--- config.mk ---
export PLATFORM = sky130hd
export DESIGN_NAME = rsa_crt_decrypt_flat
export DESIGN_NICKNAME = d
export VERILOG_FILES = /design/src/rtl/rsa_crt_decrypt_if.sv /design/src/rtl/rsa_crt_decrypt.sv /design/src/flat_wrapper.sv
export SDC_FILE = /design/constraint.sdc
export NUM_CORES = 1
export LEC_CHECK = 0
export ABC_AREA = 1
export CAP_MARGIN = 15
export CELL_PAD_IN_SITES_DETAIL_PLACEMENT = 1
export CELL_PAD_IN_SITES_GLOBAL_PLACEMENT = 1
export CORE_UTILIZATION = 30
export DETAILED_ROUTE_END_ITERATION = 16
export PLACE_DENSITY_LB_ADDON = 0.1
export SLEW_MARGIN = 40
export SYNTH_ARGS = -nofsm -noshare
export SYNTH_HDL_FRONTEND = slang
export SYNTH_SLANG_ARGS = --single-unit
--- constraint.sdc ---
create_clock -name clk -period 6.9 [get_ports clk]
set_clock_uncertainty 0.05 [all_clocks]
set_input_delay 1.035 -clock clk [delete_from_list [all_inputs] [get_ports clk]]
set_output_delay 1.035 -clock clk [all_outputs]
set_load 0.02 [all_outputs]
--- src/rtl/rsa_crt_decrypt_if.sv ---
// Command/data bundle for the CRT RSA decryptor: key material, ciphertext,
// and the go/done/busy handshake shared with the tag-side encryptor.
interface rsa_crt_decrypt_if #(
  parameter int W = 16
);
  logic [2*W-1:0] cipher_text;
  logic [W-1:0]   p;
  logic [W-1:0]   q;
  logic [W-1:0]   dp;
  logic [W-1:0]   dq;
  logic [W-1:0]   qinv;
  logic           go;
  logic [2*W-1:0] plain_text;
  logic           done;
  logic           busy;

  modport master (
    output cipher_text, p, q, dp, dq, qinv, go,
    input  plain_text, done, busy
  );

  modport slave (
    input  cipher_text, p, q, dp, dq, qinv, go,
    output plain_text, done, busy
  );
endinterface

--- src/rtl/rsa_crt_decrypt.sv ---
// CRT RSA decryptor: m = c^d mod pq via two half-width exponentiations and
// Garner recombination, fixed latency independent of the operand values.
module rsa_crt_decrypt #(
  parameter int W = 16
) (
  input  logic             clk,
  input  logic             reset,
  rsa_crt_decrypt_if.slave bus
);
  localparam int CW = $clog2(2 * W);
  localparam int EW = $clog2(W);
  localparam logic [CW-1:0] RED_LAST = CW'(2 * W - 1);
  localparam logic [CW-1:0] MM_LAST  = CW'(W - 1);
  localparam logic [EW-1:0] E_LAST   = EW'(W - 1);

  localparam logic [3:0] S_IDLE  = 4'd0;
  localparam logic [3:0] S_RED_P = 4'd1;
  localparam logic [3:0] S_EXP_P = 4'd2;
  localparam logic [3:0] S_RED_Q = 4'd3;
  localparam logic [3:0] S_EXP_Q = 4'd4;
  localparam logic [3:0] S_SUB   = 4'd5;
  localparam logic [3:0] S_HMUL  = 4'd6;
  localparam logic [3:0] S_MMUL  = 4'd7;
  localparam logic [3:0] S_DONE  = 4'd8;

  logic [3:0]     state_reg;
  logic [CW-1:0]  cnt_reg;
  logic [EW-1:0]  e_cnt_reg;
  logic           phase_reg;

  logic [2*W-1:0] c_reg;
  logic [W-1:0]   p_reg;
  logic [W-1:0]   q_reg;
  logic [W-1:0]   dp_reg;
  logic [W-1:0]   dq_reg;
  logic [W-1:0]   qinv_reg;

  logic [2*W-1:0] c_sh_reg;
  logic [W-1:0]   rem_reg;
  logic [W-1:0]   cp_reg;
  logic [W-1:0]   x_reg;
  logic [W-1:0]   e_sh_reg;
  logic [W-1:0]   m1_reg;
  logic [W-1:0]   m2_reg;

  logic [W-1:0]   mm_a_reg;
  logic [W-1:0]   mm_b_reg;
  logic [W-1:0]   mm_acc_reg;

  logic [2*W-1:0] mul_acc_reg;
  logic [2*W-1:0] mul_a_reg;
  logic [W-1:0]   mul_b_reg;

  logic [2*W-1:0] plain_reg;
  logic           done_reg;
  logic           busy_reg;

  logic           use_q;
  logic [W-1:0]   mod_n;
  logic [W:0]     red_shift;
  logic [W-1:0]   red_res;
  logic [W+1:0]   mm_n;
  logic [W+1:0]   mm_dbl;
  logic [W+1:0]   mm_half;
  logic [W+1:0]   mm_sum;
  logic [W-1:0]   mm_step;
  logic [W-1:0]   x_after_mul;
  logic [W-1:0]   m2_red;
  logic [W-1:0]   sub_t;
  logic [2*W-1:0] mul_next;

  assign bus.plain_text = plain_reg;
  assign bus.done       = done_reg;
  assign bus.busy       = busy_reg;

  always_comb begin
    use_q     = (state_reg == S_RED_Q) || (state_reg == S_EXP_Q);
    mod_n     = use_q ? q_reg : p_reg;

    // Restoring division step: bring in the next ciphertext bit, subtract once.
    red_shift = {rem_reg, c_sh_reg[2*W-1]};
    red_res   = (red_shift >= {1'b0, mod_n}) ? W'(red_shift - {1'b0, mod_n})
                                             : red_shift[W-1:0];

    // Interleaved modmul step: double, reduce, conditionally add a, reduce.
    mm_n      = {2'b00, mod_n};
    mm_dbl    = {1'b0, mm_acc_reg, 1'b0};
    mm_half   = (mm_dbl >= mm_n) ? mm_dbl - mm_n : mm_dbl;
    mm_sum    = mm_half + (mm_b_reg[W-1] ? {2'b00, mm_a_reg} : {(W+2){1'b0}});
    mm_step   = (mm_sum >= mm_n) ? W'(mm_sum - mm_n) : mm_sum[W-1:0];

    x_after_mul = e_sh_reg[W-1] ? mm_step : x_reg;

    // m2 < q can exceed p; one subtract suffices while q < 2p.
    m2_red    = (m2_reg >= p_reg) ? m2_reg - p_reg : m2_reg;
    sub_t     = (m1_reg >= m2_red) ? m1_reg - m2_red : m1_reg + p_reg - m2_red;

    mul_next  = mul_acc_reg + (mul_b_reg[0] ? mul_a_reg : {(2*W){1'b0}});
  end

  always_ff @(posedge clk) begin
    if (reset) begin
      state_reg   <= S_IDLE;
      cnt_reg     <= '0;
      e_cnt_reg   <= '0;
      phase_reg   <= 1'b0;
      c_reg       <= '0;
      p_reg       <= '0;
      q_reg       <= '0;
      dp_reg      <= '0;
      dq_reg      <= '0;
      qinv_reg    <= '0;
      c_sh_reg    <= '0;
      rem_reg     <= '0;
      cp_reg      <= '0;
      x_reg       <= '0;
      e_sh_reg    <= '0;
      m1_reg      <= '0;
      m2_reg      <= '0;
      mm_a_reg    <= '0;
      mm_b_reg    <= '0;
      mm_acc_reg  <= '0;
      mul_acc_reg <= '0;
      mul_a_reg   <= '0;
      mul_b_reg   <= '0;
      plain_reg   <= '0;
      done_reg    <= 1'b0;
      busy_reg    <= 1'b0;
    end else begin
      done_reg <= 1'b0;
      case (state_reg)
        S_IDLE: begin
          if (bus.go) begin
            c_reg     <= bus.cipher_text;
            p_reg     <= bus.p;
            q_reg     <= bus.q;
            dp_reg    <= bus.dp;
            dq_reg    <= bus.dq;
            qinv_reg  <= bus.qinv;
            c_sh_reg  <= bus.cipher_text;
            rem_reg   <= '0;
            cnt_reg   <= '0;
            busy_reg  <= 1'b1;
            state_reg <= S_RED_P;
          end
        end

        S_RED_P, S_RED_Q: begin
          c_sh_reg <= c_sh_reg << 1;
          rem_reg  <= red_res;
          cnt_reg  <= cnt_reg + CW'(1);
          if (cnt_reg == RED_LAST) begin
            // First square of the exponentiation is 1*1 with accumulator 1.
            cp_reg     <= red_res;
            x_reg      <= W'(1);
            mm_a_reg   <= W'(1);
            mm_b_reg   <= W'(1);
            mm_acc_reg <= '0;
            cnt_reg    <= '0;
            e_cnt_reg  <= '0;
            phase_reg  <= 1'b0;
            if (state_reg == S_RED_P) begin
              e_sh_reg  <= dp_reg;
              state_reg <= S_EXP_P;
            end else begin
              e_sh_reg  <= dq_reg;
              state_reg <= S_EXP_Q;
            end
          end
        end

        S_EXP_P, S_EXP_Q: begin
          mm_acc_reg <= mm_step;
          mm_b_reg   <= mm_b_reg << 1;
          cnt_reg    <= cnt_reg + CW'(1);
          if (cnt_reg == MM_LAST) begin
            cnt_reg    <= '0;
            mm_acc_reg <= '0;
            if (!phase_reg) begin
              // Square finished; multiply it by cp regardless of the exponent bit.
              x_reg     <= mm_step;
              mm_a_reg  <= cp_reg;
              mm_b_reg  <= mm_step;
              phase_reg <= 1'b1;
            end else begin
              x_reg     <= x_after_mul;
              mm_a_reg  <= x_after_mul;
              mm_b_reg  <= x_after_mul;
              phase_reg <= 1'b0;
              e_sh_reg  <= e_sh_reg << 1;
              e_cnt_reg <= e_cnt_reg + EW'(1);
              if (e_cnt_reg == E_LAST) begin
                if (state_reg == S_EXP_P) begin
                  m1_reg    <= x_after_mul;
                  rem_reg   <= '0;
                  c_sh_reg  <= c_reg;
                  state_reg <= S_RED_Q;
                end else begin
                  m2_reg    <= x_after_mul;
                  state_reg <= S_SUB;
                end
              end
            end
          end
        end

        S_SUB: begin
          mm_a_reg   <= qinv_reg;
          mm_b_reg   <= sub_t;
          mm_acc_reg <= '0;
          cnt_reg    <= '0;
          state_reg  <= S_HMUL;
        end

        S_HMUL: begin
          mm_acc_reg <= mm_step;
          mm_b_reg   <= mm_b_reg << 1;
          cnt_reg    <= cnt_reg + CW'(1);
          if (cnt_reg == MM_LAST) begin
            mul_acc_reg <= {{W{1'b0}}, m2_reg};
            mul_a_reg   <= {{W{1'b0}}, q_reg};
            mul_b_reg   <= mm_step;
            cnt_reg     <= '0;
            state_reg   <= S_MMUL;
          end
        end

        S_MMUL: begin
          // LSB-first shift-add so m2 can seed the accumulator directly.
          mul_acc_reg <= mul_next;
          mul_a_reg   <= mul_a_reg << 1;
          mul_b_reg   <= mul_b_reg >> 1;
          cnt_reg     <= cnt_reg + CW'(1);
          if (cnt_reg == MM_LAST) begin
            plain_reg <= mul_next;
            done_reg  <= 1'b1;
            busy_reg  <= 1'b0;
            cnt_reg   <= '0;
            state_reg <= S_DONE;
          end
        end

        S_DONE: begin
          state_reg <= S_IDLE;
        end

        default: begin
          state_reg <= S_IDLE;
        end
      endcase
    end
  end
endmodule

--- src/flat_wrapper.sv ---
// flat-port wrapper written by rule: the top's interface ports become plain ports
module rsa_crt_decrypt_flat 
#(
  parameter int W = 16
)
  (clk, reset, bus_cipher_text, bus_p, bus_q, bus_dp, bus_dq, bus_qinv, bus_go, bus_plain_text, bus_done, bus_busy);
  rsa_crt_decrypt_if #(.W(W)) bus_i ();
  input  logic clk;
  input  logic reset;
  input wire logic [$bits(bus_i.cipher_text)-1:0] bus_cipher_text;
  input wire logic [$bits(bus_i.p)-1:0] bus_p;
  input wire logic [$bits(bus_i.q)-1:0] bus_q;
  input wire logic [$bits(bus_i.dp)-1:0] bus_dp;
  input wire logic [$bits(bus_i.dq)-1:0] bus_dq;
  input wire logic [$bits(bus_i.qinv)-1:0] bus_qinv;
  input wire logic [$bits(bus_i.go)-1:0] bus_go;
  output wire logic [$bits(bus_i.plain_text)-1:0] bus_plain_text;
  output wire logic [$bits(bus_i.done)-1:0] bus_done;
  output wire logic [$bits(bus_i.busy)-1:0] bus_busy;
  assign bus_i.cipher_text = bus_cipher_text;
  assign bus_i.p = bus_p;
  assign bus_i.q = bus_q;
  assign bus_i.dp = bus_dp;
  assign bus_i.dq = bus_dq;
  assign bus_i.qinv = bus_qinv;
  assign bus_i.go = bus_go;
  assign bus_plain_text = bus_i.plain_text;
  assign bus_done = bus_i.done;
  assign bus_busy = bus_i.busy;
  rsa_crt_decrypt #(.W(W)) u_core (.clk(clk), .reset(reset), .bus(bus_i));
endmodule
# After elaboration in Yosys (flattened, before gate mapping)
# Cells that the tools add are included.
# totals
word_cells	159
output_inout_bits	34
register_bits	416
# classes
eq_ne	18
reduce_logical	27
add_sub_neg	11
bitwise	2
n_lt_le_gt_ge	5
n_mux	70
# ops
op	count
2-to-1 mux 16 bit	25
2-to-1 mux 32 bit	8
case mux 16 bit (4 select lines)	2
case mux 32 bit (2 select lines)	2
case mux 16 bit (2 select lines)	3
case mux 16 bit (3 select lines)	2
case mux 32 bit (3 select lines)	1
subtractor 16 bit	5
2-to-1 mux 4 bit	10
greater-or-equal comparator 17 x 16 -> 1 bit	2
adder 32 bit	1
greater-or-equal comparator 16 bit	2
case mux 4 bit (6 select lines)	1
case mux 5 bit (4 select lines)	1
adder 18 x 16 -> 18 bit	1
greater-or-equal comparator 18 x 16 -> 1 bit	1
2-to-1 mux 18 bit	1
subtractor 17 x 16 -> 18 bit	1
adder 16 bit	1
equality test 4 x 3 -> 1 bit, second input constant	4
2-to-1 mux 5 bit	3
!= test 2 x 1 -> 1 bit, second input constant	7
AND reduction 2 bit	6
AND reduction 5 bit	2
24 further kinds	41

# Depth between registers and ports, before layout
# Gate-level depths: netlist of run 1.
# logic_depth
word_depth	12
mapped_depth	53
ltp_nobuf	50

# Least setup slack after synthesis of run 1
# OpenSTA, ideal clock, no wires.
# synth_timing
kind	reg-to-reg
startpoint	register u_core.state_reg[0]
endpoint	register u_core.mm_b_reg[4]
path_stages_with_launch	45
setup_ns	0.109
setup_slack_ns	0.211
arrival_time_ns	6.530
required_time_ns	6.741
period_less_slack_ns	6.689
path_buffers	5
path_cell_list	dfxtp_1 nand2_2 inv_2 nand2_4 nand2_4 buf_2 buf_1 o21ai_0 ha_1 nand2_1 nor3_1 nand4_1 nand3_1 inv_1 nand2_4 clkbuf_1 clkbuf_1 o21ai_0 (+9 left out) ha_1 nand2_1 nor2_1 a211oi_1 o21ai_0 a21oi_1 nor2_1 nor3_1 nand2_1 nor2_4 buf_6 nand3_1 nand3_2 nand3_1 nand3_1 nand3_1 nand2_1 inv_1
# synth_via
elab_chain_len	12
elab_cells_between_ends	24
classes_between	add/sub: 3; order compare: 2; eq/ne: 7; mux: 7; reduce/logical: 5
# synth_lines
element	line	source
start, declared	rsa_crt_decrypt.sv:26	logic [3:0] state_reg;
start signal, assigned	rsa_crt_decrypt.sv:103	state_reg <= S_IDLE;
start signal, assigned	rsa_crt_decrypt.sv:144	state_reg <= S_RED_P;
start signal, assigned	rsa_crt_decrypt.sv:164	state_reg <= S_EXP_P;
equality test 4 x 2 -> 1 bit or equality test 4 x 3 -> 1 bit (tied branches)	rsa_crt_decrypt.sv:77, rsa_crt_decrypt.sv:131	
logical OR 1 bit	rsa_crt_decrypt.sv:77	use_q = (state_reg == S_RED_Q) || (state_reg == S_EXP_Q);
2-to-1 mux 16 bit	rsa_crt_decrypt.sv:78	mod_n = use_q ? q_reg : p_reg;
subtractor 17 x 16 -> 18 bit or greater-or-equal comparator 17 x 16 -> 1 bit (tied branches)	rsa_crt_decrypt.sv:88	mm_half = (mm_dbl >= mm_n) ? mm_dbl - mm_n : mm_dbl;
2-to-1 mux 18 bit	rsa_crt_decrypt.sv:88	
adder 18 x 16 -> 18 bit	rsa_crt_decrypt.sv:89	mm_sum = mm_half + (mm_b_reg[W-1] ? {2'b00, mm_a_reg} : {(W+2){1'b0}});
subtractor 16 bit or greater-or-equal comparator 18 x 16 -> 1 bit (tied branches)	rsa_crt_decrypt.sv:90	mm_step = (mm_sum >= mm_n) ? W'(mm_sum - mm_n) : mm_sum[W-1:0];
2-to-1 mux 16 bit	rsa_crt_decrypt.sv:90	
2-to-1 mux 16 bit	rsa_crt_decrypt.sv:92	x_after_mul = e_sh_reg[W-1] ? mm_step : x_reg;
2-to-1 mux 16 bit	rsa_crt_decrypt.sv:179	if (!phase_reg) begin
2-to-1 mux 16 bit	rsa_crt_decrypt.sv:176	if (cnt_reg == MM_LAST) begin
case mux 16 bit (4 select lines)	rsa_crt_decrypt.sv:131	case (state_reg)
end signal, assigned	rsa_crt_decrypt.sv:174	mm_b_reg <= mm_b_reg << 1;
end signal, assigned	rsa_crt_decrypt.sv:183	mm_b_reg <= mm_step;
end signal, assigned	rsa_crt_decrypt.sv:188	mm_b_reg <= x_after_mul;
end, declared	rsa_crt_decrypt.sv:47	logic [W-1:0] mm_b_reg;
# Several ways; a longest one is shown, not always the timed one.
# A chain may end at the register's enable or synchronous reset.

# Worst setup path after layout of run 1
# layout_timing
startpoint	register u_core.state_reg[1]
endpoint	register u_core.mm_a_reg[15]
# layout_via
elab_chain_len	12
elab_cells_between_ends	24
classes_between	add/sub: 3; order compare: 2; eq/ne: 7; mux: 7; reduce/logical: 5
# layout_lines
element	line	source
equality test 4 x 2 -> 1 bit or equality test 4 x 3 -> 1 bit (tied branches)	rsa_crt_decrypt.sv:77, rsa_crt_decrypt.sv:131	
logical OR 1 bit	rsa_crt_decrypt.sv:77	
2-to-1 mux 16 bit	rsa_crt_decrypt.sv:78	
subtractor 17 x 16 -> 18 bit or greater-or-equal comparator 17 x 16 -> 1 bit (tied branches)	rsa_crt_decrypt.sv:88	
2-to-1 mux 18 bit	rsa_crt_decrypt.sv:88	
adder 18 x 16 -> 18 bit	rsa_crt_decrypt.sv:89	
subtractor 16 bit or greater-or-equal comparator 18 x 16 -> 1 bit (tied branches)	rsa_crt_decrypt.sv:90	
2-to-1 mux 16 bit	rsa_crt_decrypt.sv:90	
2-to-1 mux 16 bit	rsa_crt_decrypt.sv:92	
2-to-1 mux 16 bit	rsa_crt_decrypt.sv:179	
2-to-1 mux 16 bit	rsa_crt_decrypt.sv:176	
case mux 16 bit (3 select lines)	rsa_crt_decrypt.sv:131	
end signal, assigned	rsa_crt_decrypt.sv:182	mm_a_reg <= cp_reg;
end signal, assigned	rsa_crt_decrypt.sv:187	mm_a_reg <= x_after_mul;
end signal, assigned	rsa_crt_decrypt.sv:208	mm_a_reg <= qinv_reg;
end, declared	rsa_crt_decrypt.sv:46	logic [W-1:0] mm_a_reg;
# Several ways; a longest one is shown, not always the timed one. The select of a mux whose other input is x is not followed.

==> summary.log, run 1 <==
[status] run status finished, final reports clean
[power] peak supply drop 0.5151 mV
[clocking] Max Buffers Root-to-Sink 3
[yosys] EDFF count, synth 0
[timing] Final Hold Viols 0
[global_routing] largest net degree at the start of global routing 143
[layout] share of layout cells above drive strength 1 0.1091
[global_routing] Global Route Usage Sum 0.2300
[layout] fill count 10.30k
[layout] leading cell types in the layout, fill and taps excluded nand2_1 (776), inv_1 (476), a21oi_1 (448)
[floorplanning] height of the die 291.9 um
[layout] summed area of non-filler cells in the final layout 30900 um2
[timing] peak clock frequency supported by timing 154.0 MHz
[yosys] number of library cell types mapped by synthesis 53
[worst_setup_path] critical path data required time 7.40 ns
[yosys] average instance area after synthesis 6.915 um2
[placed_design] RePlAce Congestion 0.9207
[worst_setup_path] most frequent CP cell nand2_1
[worst_setup_path] crit end category register
[clocking] clock slew seen by the registers of the worst setup and hold paths 0.06 ns
[layout] antenna diode count 0
[floorplanning] Initial Util 0.3051
[clocking] # H-tree levels 2
[yosys] Synth Net Count 3927
[drt] Via-to-Cell Ratio 5.018
[global_routing] antenna violations before repair 0
[yosys] share of async-settable or async-resettable flops after synthesis 0
[yosys] register bit count reported by yosys 416
[placed_design] Inst Count DP 4857
[worst_setup_path] worst endpoint data arrival time 7.00 ns
[global_routing] number of global-route vias before repair 25.19k
[placed_design] half-perimeter wire length after detailed placement 76130 um
[min_path] min-delay worst type reg -> reg
[worst_setup_path] Critical Path Max Stage Delay 0.34 ns
[worst_setup_path] CP delay by family, top simple AND/OR/NAND/NOR gates
[clocking] clock buffers created by TritonCTS 51
[floorplanning] area of the die 85210 um2
[drt] Routed Antenna Nets 0
[yosys] instance count of the mapped netlist 3646
[clocking] TritonCTS clock tree built
[yosys] proportion of synthesized chip area in sequential cells 0.3303
[power] Power per Cell Area 589.7 nW/um2
[worst_setup_path] buffers plus inverters on the worst setup path 8
[yosys] Main synth FF type dfxtp_1
[drt] number of iterations in the first detailed-routing pass 5
[floorplanning] total I/O pin count 149
[drt] DR vias 24.92k
[floorplanning] Die Width 291.9 um
[layout] most frequent standard cell in the layout excluding fill and tap cells nand2_1
[worst_setup_path] slowest stage cell, crit path dfxtp_2
[clocking] TritonCTS sink count 416
[drt] WL final 99180 um
[timing] minimum clock period 6.495 ns
[placed_design] Post-Place Setup Slack -0.5597 ns
[floorplanning] Rows 105
[yosys] synthesized area 25210 um2
[timing] Max Slew Vio Count 0
[layout] Final Core Density 0.3740
[drt] remaining design rule violation count 0
[global_routing] wire length of the first global-routing pass 152100 um
[timing] final setup fails 0
[placed_design] placed instance area 28770 um2
[worst_setup_path] critical path launch point type register
[yosys] total number of yosys warnings 0
[timing] Rel. slew slack 0.3995
[worst_setup_path] maximum fanout along the worst path 14
[layout] Finished Layout Cells 4966
[timing] worst slack on hold paths 0.3915 ns
[clocking] Clock Tree Root clkbuf_16
[worst_setup_path] category of the most critical setup path reg -> reg
[layout] area added between synthesis and finish 22.57%
[floorplanning] total core area 82640 um2
[drt] number of violations reported at the end of detailed-routing iteration 0 1386
[timing] final worst-path setup slack 0.4055 ns
[timing] final worst-path cycle share 0.9412
[drt] post-DR wirelength/cell 19.97 um
[layout] number of nets in the finished design 4136
[timing] transition time at the pin with the least slew margin 0.9008 ns
[run] number of max-cap violations 0
[placed_design] quantity of I/O buffers inserted on ports 148
[power] Leak Pwr 13.97 nW
[clocking] Skew-Pair Late Insertion Delay 0.62 ns
[global_routing] grt ovf 0
==> cells by family (layout without fill, tap and decap cells) <==
family,Yosys count,count (layout),share of synthesized area
compound gates,1083,1083,0.2374
xor+xnor,103,103,0.03578
fa+ha+maj,166,166,0.08893
buf+inv,672,920,0.1016
flops,416,416,0.3303
simple gates,1206,1208,0.2060
==> area by class of cell <==
type,count,area (um2),area share
Timing Repair Buffer,334,2969,0.09607
Inverter,492,1854,0.06000
Clock inverter,19,259.0,0.008381
Multi-Input combinational cell,2560,14660,0.4745
Sequential cell,416,8334,0.2697
Clock buffer,75,1486,0.04810
Tap cell,1070,1339,0.04332
==> final timing paths <==
kind / slack, ns / from / cells past startpoint / end
setup / recovery: 0.41 / u_core.state_reg[1]$_SDFFE_PP0P_ / 48 / u_core.mm_a_reg[15]$_SDFFE_PP0P_
hold / removal: 0.39 / u_core.dq_reg[7]$_SDFFE_PP0P_ / 2 / u_core.dq_reg[7]$_SDFFE_PP0P_
setup reg to reg: 0.41 / u_core.state_reg[1]$_SDFFE_PP0P_ / 48 / u_core.mm_a_reg[15]$_SDFFE_PP0P_
hold reg to reg: 0.39 / u_core.dq_reg[7]$_SDFFE_PP0P_ / 2 / u_core.dq_reg[7]$_SDFFE_PP0P_
==> through the flow <==
step           TNS, ns  total power (W)
3_5_place_dp    -47.51          0.01496
2_1_floorplan        0          0.01063
5_1_grt        -0.1489          0.01975
3_3_place_gp    -37.79          0.01494
6_report             0          0.01822
4_1_cts              0          0.01795
==> where the power goes <==
group / internal [W] / switching [W]
logic: 0.00452 / 0.00772
clock network: 0.00165 / 0.00117
registers: 0.00285 / 0.000315
==> tightest hold or removal path: stages, from the launching register on <==
cell,delay [ns]
dfxtp_1,0.30
inv_1,0.05
a21oi_1,0.05
==> timing repair <==
| action | CTS | global route |
|---|---|---|
| buffers inserted | 3 | 10 |
| gates resized for setup | 16 | 77 |
| cloned | 0 | 2 |
| pin swaps | 4 | 17 |
| hold buffers | 0 | 0 |
| endpoints found under the setup margin | 112 | 112 |
==> cell usage after synthesis, types with 13 or more instances <==
cell type  count  area share
a21oi_1      458       0.091
ha_1         144       0.071
or2_2         23      0.0057
nor3_1        25      0.0050
o211ai_1      40       0.012
xnor2_1       35       0.012
nand2_4       17      0.0076
a22oi_1       32      0.0095
a31oi_1       71       0.018
nand3_2       13      0.0052
o21bai_1      22      0.0066
nand2_1      783        0.12
xor2_1        68       0.024
clkbuf_1     162       0.024
a221oi_1      23      0.0080
inv_1        479       0.071
o21ai_0      385       0.076
dfxtp_1      416        0.33
fa_1          22       0.017
nor2_1       112       0.017
nand4_1       14      0.0035
nand3_1      190       0.038
==> metal layers <==
layer | vias up | wire length (um) | track usage
li1 | 12565 | - | -
met1 | 11887 | 48720 | 0.3214
met2 | 351 | 43150 | 0.3588
met3 | 116 | 3666 | 0.03212
met4 | 0 | 3634 | 0.08216
met5 | - | 0 | 0
(Power assumes the default switching activity.)
==> run 2: changes to the inputs <==
--- a/config.mk
+++ b/config.mk
@@ -9,6 +9,7 @@
 export CAP_MARGIN = 15
 export CELL_PAD_IN_SITES_DETAIL_PLACEMENT = 1
 export CELL_PAD_IN_SITES_GLOBAL_PLACEMENT = 1
+export CORE_MARGIN = 2
 export CORE_UTILIZATION = 30
 export DETAILED_ROUTE_END_ITERATION = 16
 export PLACE_DENSITY_LB_ADDON = 0.1
==> run 2 against run 1 <==
- highest routed layer is now met5
- sequential share of layout area down 0.18 points
- final cell count up 0.48%
- non-clock buffer count up 11
- clock-buffer cell count up 1
- first-iteration DRC count up 14%
- global-route usage up 0.79 points
- core utilization down 0.096 points
==> summary.log, run 2 (synthesis gave the netlist of run 1 again) <==
[placed_design] half-perimeter wire length after detailed placement 79930 um [was 76130 um]
[worst_setup_path] Crit Reg-Reg Startpoint u_core.state_reg[2]$_SDFFE_PP0P_ [was u_core.state_reg[1]$_SDFFE_PP0P_]
[placed_design] Post-Place Setup Slack -0.3943 ns [was -0.5597 ns]
[floorplanning] Initial Util 0.3022 [was 0.3051]
[worst_setup_path] critical path launch point type register [unchanged]
[worst_setup_path] most frequent CP cell nand2_1 [unchanged]
[worst_setup_path] category of the most critical setup path reg -> reg [unchanged]
[worst_setup_path] crit end category register [unchanged]
[drt] post-DR wirelength/cell 21.05 um [was 19.97 um]
[min_path] startpoint of the worst hold path u_core.dq_reg[10]$_SDFFE_PP0P_ [was u_core.dq_reg[7]$_SDFFE_PP0P_]
[power] fraction of power spent switching nets 0.5110 [was 0.5052]
[global_routing] wire length of the first global-routing pass 156900 um [was 152100 um]
[drt] Via-to-Cell Ratio 5.064 [was 5.018]
[layout] fill count 10.40k [was 10.30k]
[floorplanning] height of the die 293.9 um [was 291.9 um]
[power] power share of the combinational group 0.681 [was 0.672]
[clocking] TritonCTS sink count 416 [unchanged]
[clocking] Skew-Pair Late Insertion Delay 0.63 ns [was 0.62 ns]
[worst_setup_path] origin of the worst setup path u_core.state_reg[2]$_SDFFE_PP0P_ [was u_core.state_reg[1]$_SDFFE_PP0P_]
[worst_setup_path] worst endpoint data arrival time 7.03 ns [was 7.00 ns]
[timing] unrepaired setup endpoints after global routing yes
[min_path] min-delay worst type reg -> reg [unchanged]
[clocking] # H-tree levels 2 [unchanged]
[worst_setup_path] Critical Path Max Stage Delay 0.36 ns [was 0.34 ns]
[timing] transition time at the pin with the least slew margin 0.8671 ns [was 0.9008 ns]
[layout] footprint of the multi-input gates 14750 um2 [was 14660 um2]
[clocking] Max Buffers Root-to-Sink 3 [unchanged]
[timing] final worst-path cycle share 0.9586 [was 0.9412]
[power] portion of total power attributed to sequential cells 0.166 [was 0.174]
[timing] Final Hold Viols 0 [unchanged]
[status] run status finished, final reports clean [unchanged]
[clocking] Clock Tree Root clkbuf_16 [unchanged]
[layout] leading cell types in the layout, fill and taps excluded nand2_1 (782), inv_1 (475), a21oi_1 (446) [was nand2_1 (776), inv_1 (476), a21oi_1 (448)]
[floorplanning] Die Width 293.9 um [was 291.9 um]
[power] Clock power frac 0.152 [was 0.155]
[timing] final setup fails 0 [unchanged]
[drt] Routed Antenna Nets 0 [unchanged]
[worst_setup_path] r2r worst-path depth 41 [was 48]
[layout] area added between synthesis and finish 23.42% [was 22.57%]
[timing] Max Slew Vio Count 0 [unchanged]
[power] switching power total 0.009676 W [was 0.009207 W]
[worst_setup_path] destination of the worst register-to-register timing path u_core.mul_b_reg[11]$_SDFFE_PP0P_ [was u_core.mm_a_reg[15]$_SDFFE_PP0P_]
[timing] final worst-path setup slack 0.2859 ns [was 0.4055 ns]
[layout] share of layout cells above drive strength 1 0.1120 [was 0.1091]
[drt] remaining design rule violation count 0 [unchanged]
[worst_setup_path] worst setup slack for register-to-register paths 0.29 ns [was 0.41 ns]
[drt] number of iterations in the first detailed-routing pass 5 [unchanged]
[power] Int Pwr 0.009259 W [was 0.009017 W]
[floorplanning] Rows 106 [was 105]
[placed_design] RePlAce Congestion 0.9128 [was 0.9207]
[worst_setup_path] maximum fanout along the worst path 13 [was 14]
[floorplanning] total I/O pin count 149 [unchanged]
[worst_setup_path] capturing instance or port of the critical path u_core.mul_b_reg[11]$_SDFFE_PP0P_ [was u_core.mm_a_reg[15]$_SDFFE_PP0P_]
[worst_setup_path] slowest stage cell, crit path dfxtp_2 [unchanged]
[worst_setup_path] critical path data required time 7.32 ns [was 7.40 ns]
[power] Power per Cell Area 608.5 nW/um2 [was 589.7 nW/um2]
[floorplanning] total core area 83420 um2 [was 82640 um2]
[drt] number of violations reported at the end of detailed-routing iteration 0 1581 [was 1386]
[clocking] clock buffers created by TritonCTS 51 [unchanged]
[layout] total area of sequential cells 8335 um2 [was 8334 um2]
[power] Leak Pwr 14.04 nW [was 13.97 nW]
[timing] Rel. slew slack 0.4213 [was 0.3995]
[clocking] clock slew seen by the registers of the worst setup and hold paths 0.06 ns [about the same]
[global_routing] number of global-route vias before repair 24.79k [was 25.19k]
[layout] number of nets in the finished design 4148 [was 4136]
[timing] peak clock frequency supported by timing 151.2 MHz [was 154.0 MHz]
[drt] WL final 105100 um [was 99180 um]
[drt] DR vias 25.27k [was 24.92k]
[global_routing] antenna violations before repair 2 [was 0]
[floorplanning] area of the die 86380 um2 [was 85210 um2]
[layout] most frequent standard cell in the layout excluding fill and tap cells nand2_1 [unchanged]
[global_routing] grt ovf 0 [unchanged]
[clocking] TritonCTS clock tree built [unchanged]
[run] number of max-cap violations 0 [unchanged]
[layout] Final Core Density 0.3730 [was 0.3740]
[global_routing] largest net degree at the start of global routing 132 [was 143]
[clocking] cts-stage hold buffer count 0 [unchanged]
[global_routing] Global Route Usage Sum 0.2379 [was 0.2300]
[placed_design] quantity of I/O buffers inserted on ports 148 [unchanged]
[timing] minimum clock period 6.614 ns [was 6.495 ns]
[power] peak supply drop 0.4588 mV [was 0.5151 mV]
run 2: per-layer routing:
layer | wire length, um | track usage
met1 | 53230 | 0.3509
met2 | 44510 | 0.3623
met3 | 4803 | 0.03361
met4 | 2499 | 0.05662
met5 | 12 | 0
run 2: area by class of cell:
type,instances,area share
antenna,1,0.00008041
clock buffer,76,0.04821
clock inverter,19,0.008725
inverter,492,0.05967
multi-input combinational,2561,0.4739
sequential,416,0.2679
tap,1080,0.04342
timing repair buffer,345,0.09815
run 2: worst min-delay path by stage:
stage	endpoint	slack (ns)	depth (start not counted)
2_1_floorplan	u_core.dq_reg[15]$_SDFFE_PP0P_	0.37	2
3_3_place_gp	u_core.dq_reg[4]$_SDFFE_PP0P_	0.38	2
3_5_place_dp	u_core.dq_reg[10]$_SDFFE_PP0P_	0.39	2
4_1_cts	u_core.dq_reg[10]$_SDFFE_PP0P_	0.40	2
5_1_grt	u_core.c_reg[18]$_SDFFE_PP0P_	0.41	2
6_report	u_core.dq_reg[10]$_SDFFE_PP0P_	0.39	2
run 2: critical path: cells and delay by family (launching register included):
kind,cells,cell delay [ns]
AOI/OAI and AO/OA,9,1.58
xor gates and xnor gates,1,0.18
adders and majority gates,3,0.85
buffers and inverters,8,1.07
DFF,1,0.36
and+or+nand+nor,20,2.34
run 2: power by group through the flow:
stage	clock network [W]	logic [W]	registers (W)
floorplan	0	0.00756	0.00307
global placement	0	0.0123	0.00319
detailed placement	0	0.0123	0.00319
CTS	0.00296	0.0124	0.00315
global route	0.00306	0.0141	0.00320
finish	0.00288	0.0129	0.00315
run 2: what timing repair did:
item / 4_1_cts / 5_1_grt
gates resized for setup: 15 / 79
pin swaps: 0 / 18
buffers inserted: 0 / 9
cloned: 0 / 3
setup endpoints to repair: 112 / 112
run 2: stage by stage:
step	power (W)	instance area, um2	hold WS [ns]	instances	TNS (ns)
2_1_floorplan	0.01063	25210	0.3705	3646	0
3_3_place_gp	0.01544	28880	0.3797	4880	-29.98
3_5_place_dp	0.01551	28940	0.3860	4882	-29.77
4_1_cts	0.01853	30730	0.3951	4977	0
5_1_grt	0.02037	31120	0.4085	4989	-1.947
6_report	0.01893	31120	0.3909	4990	0
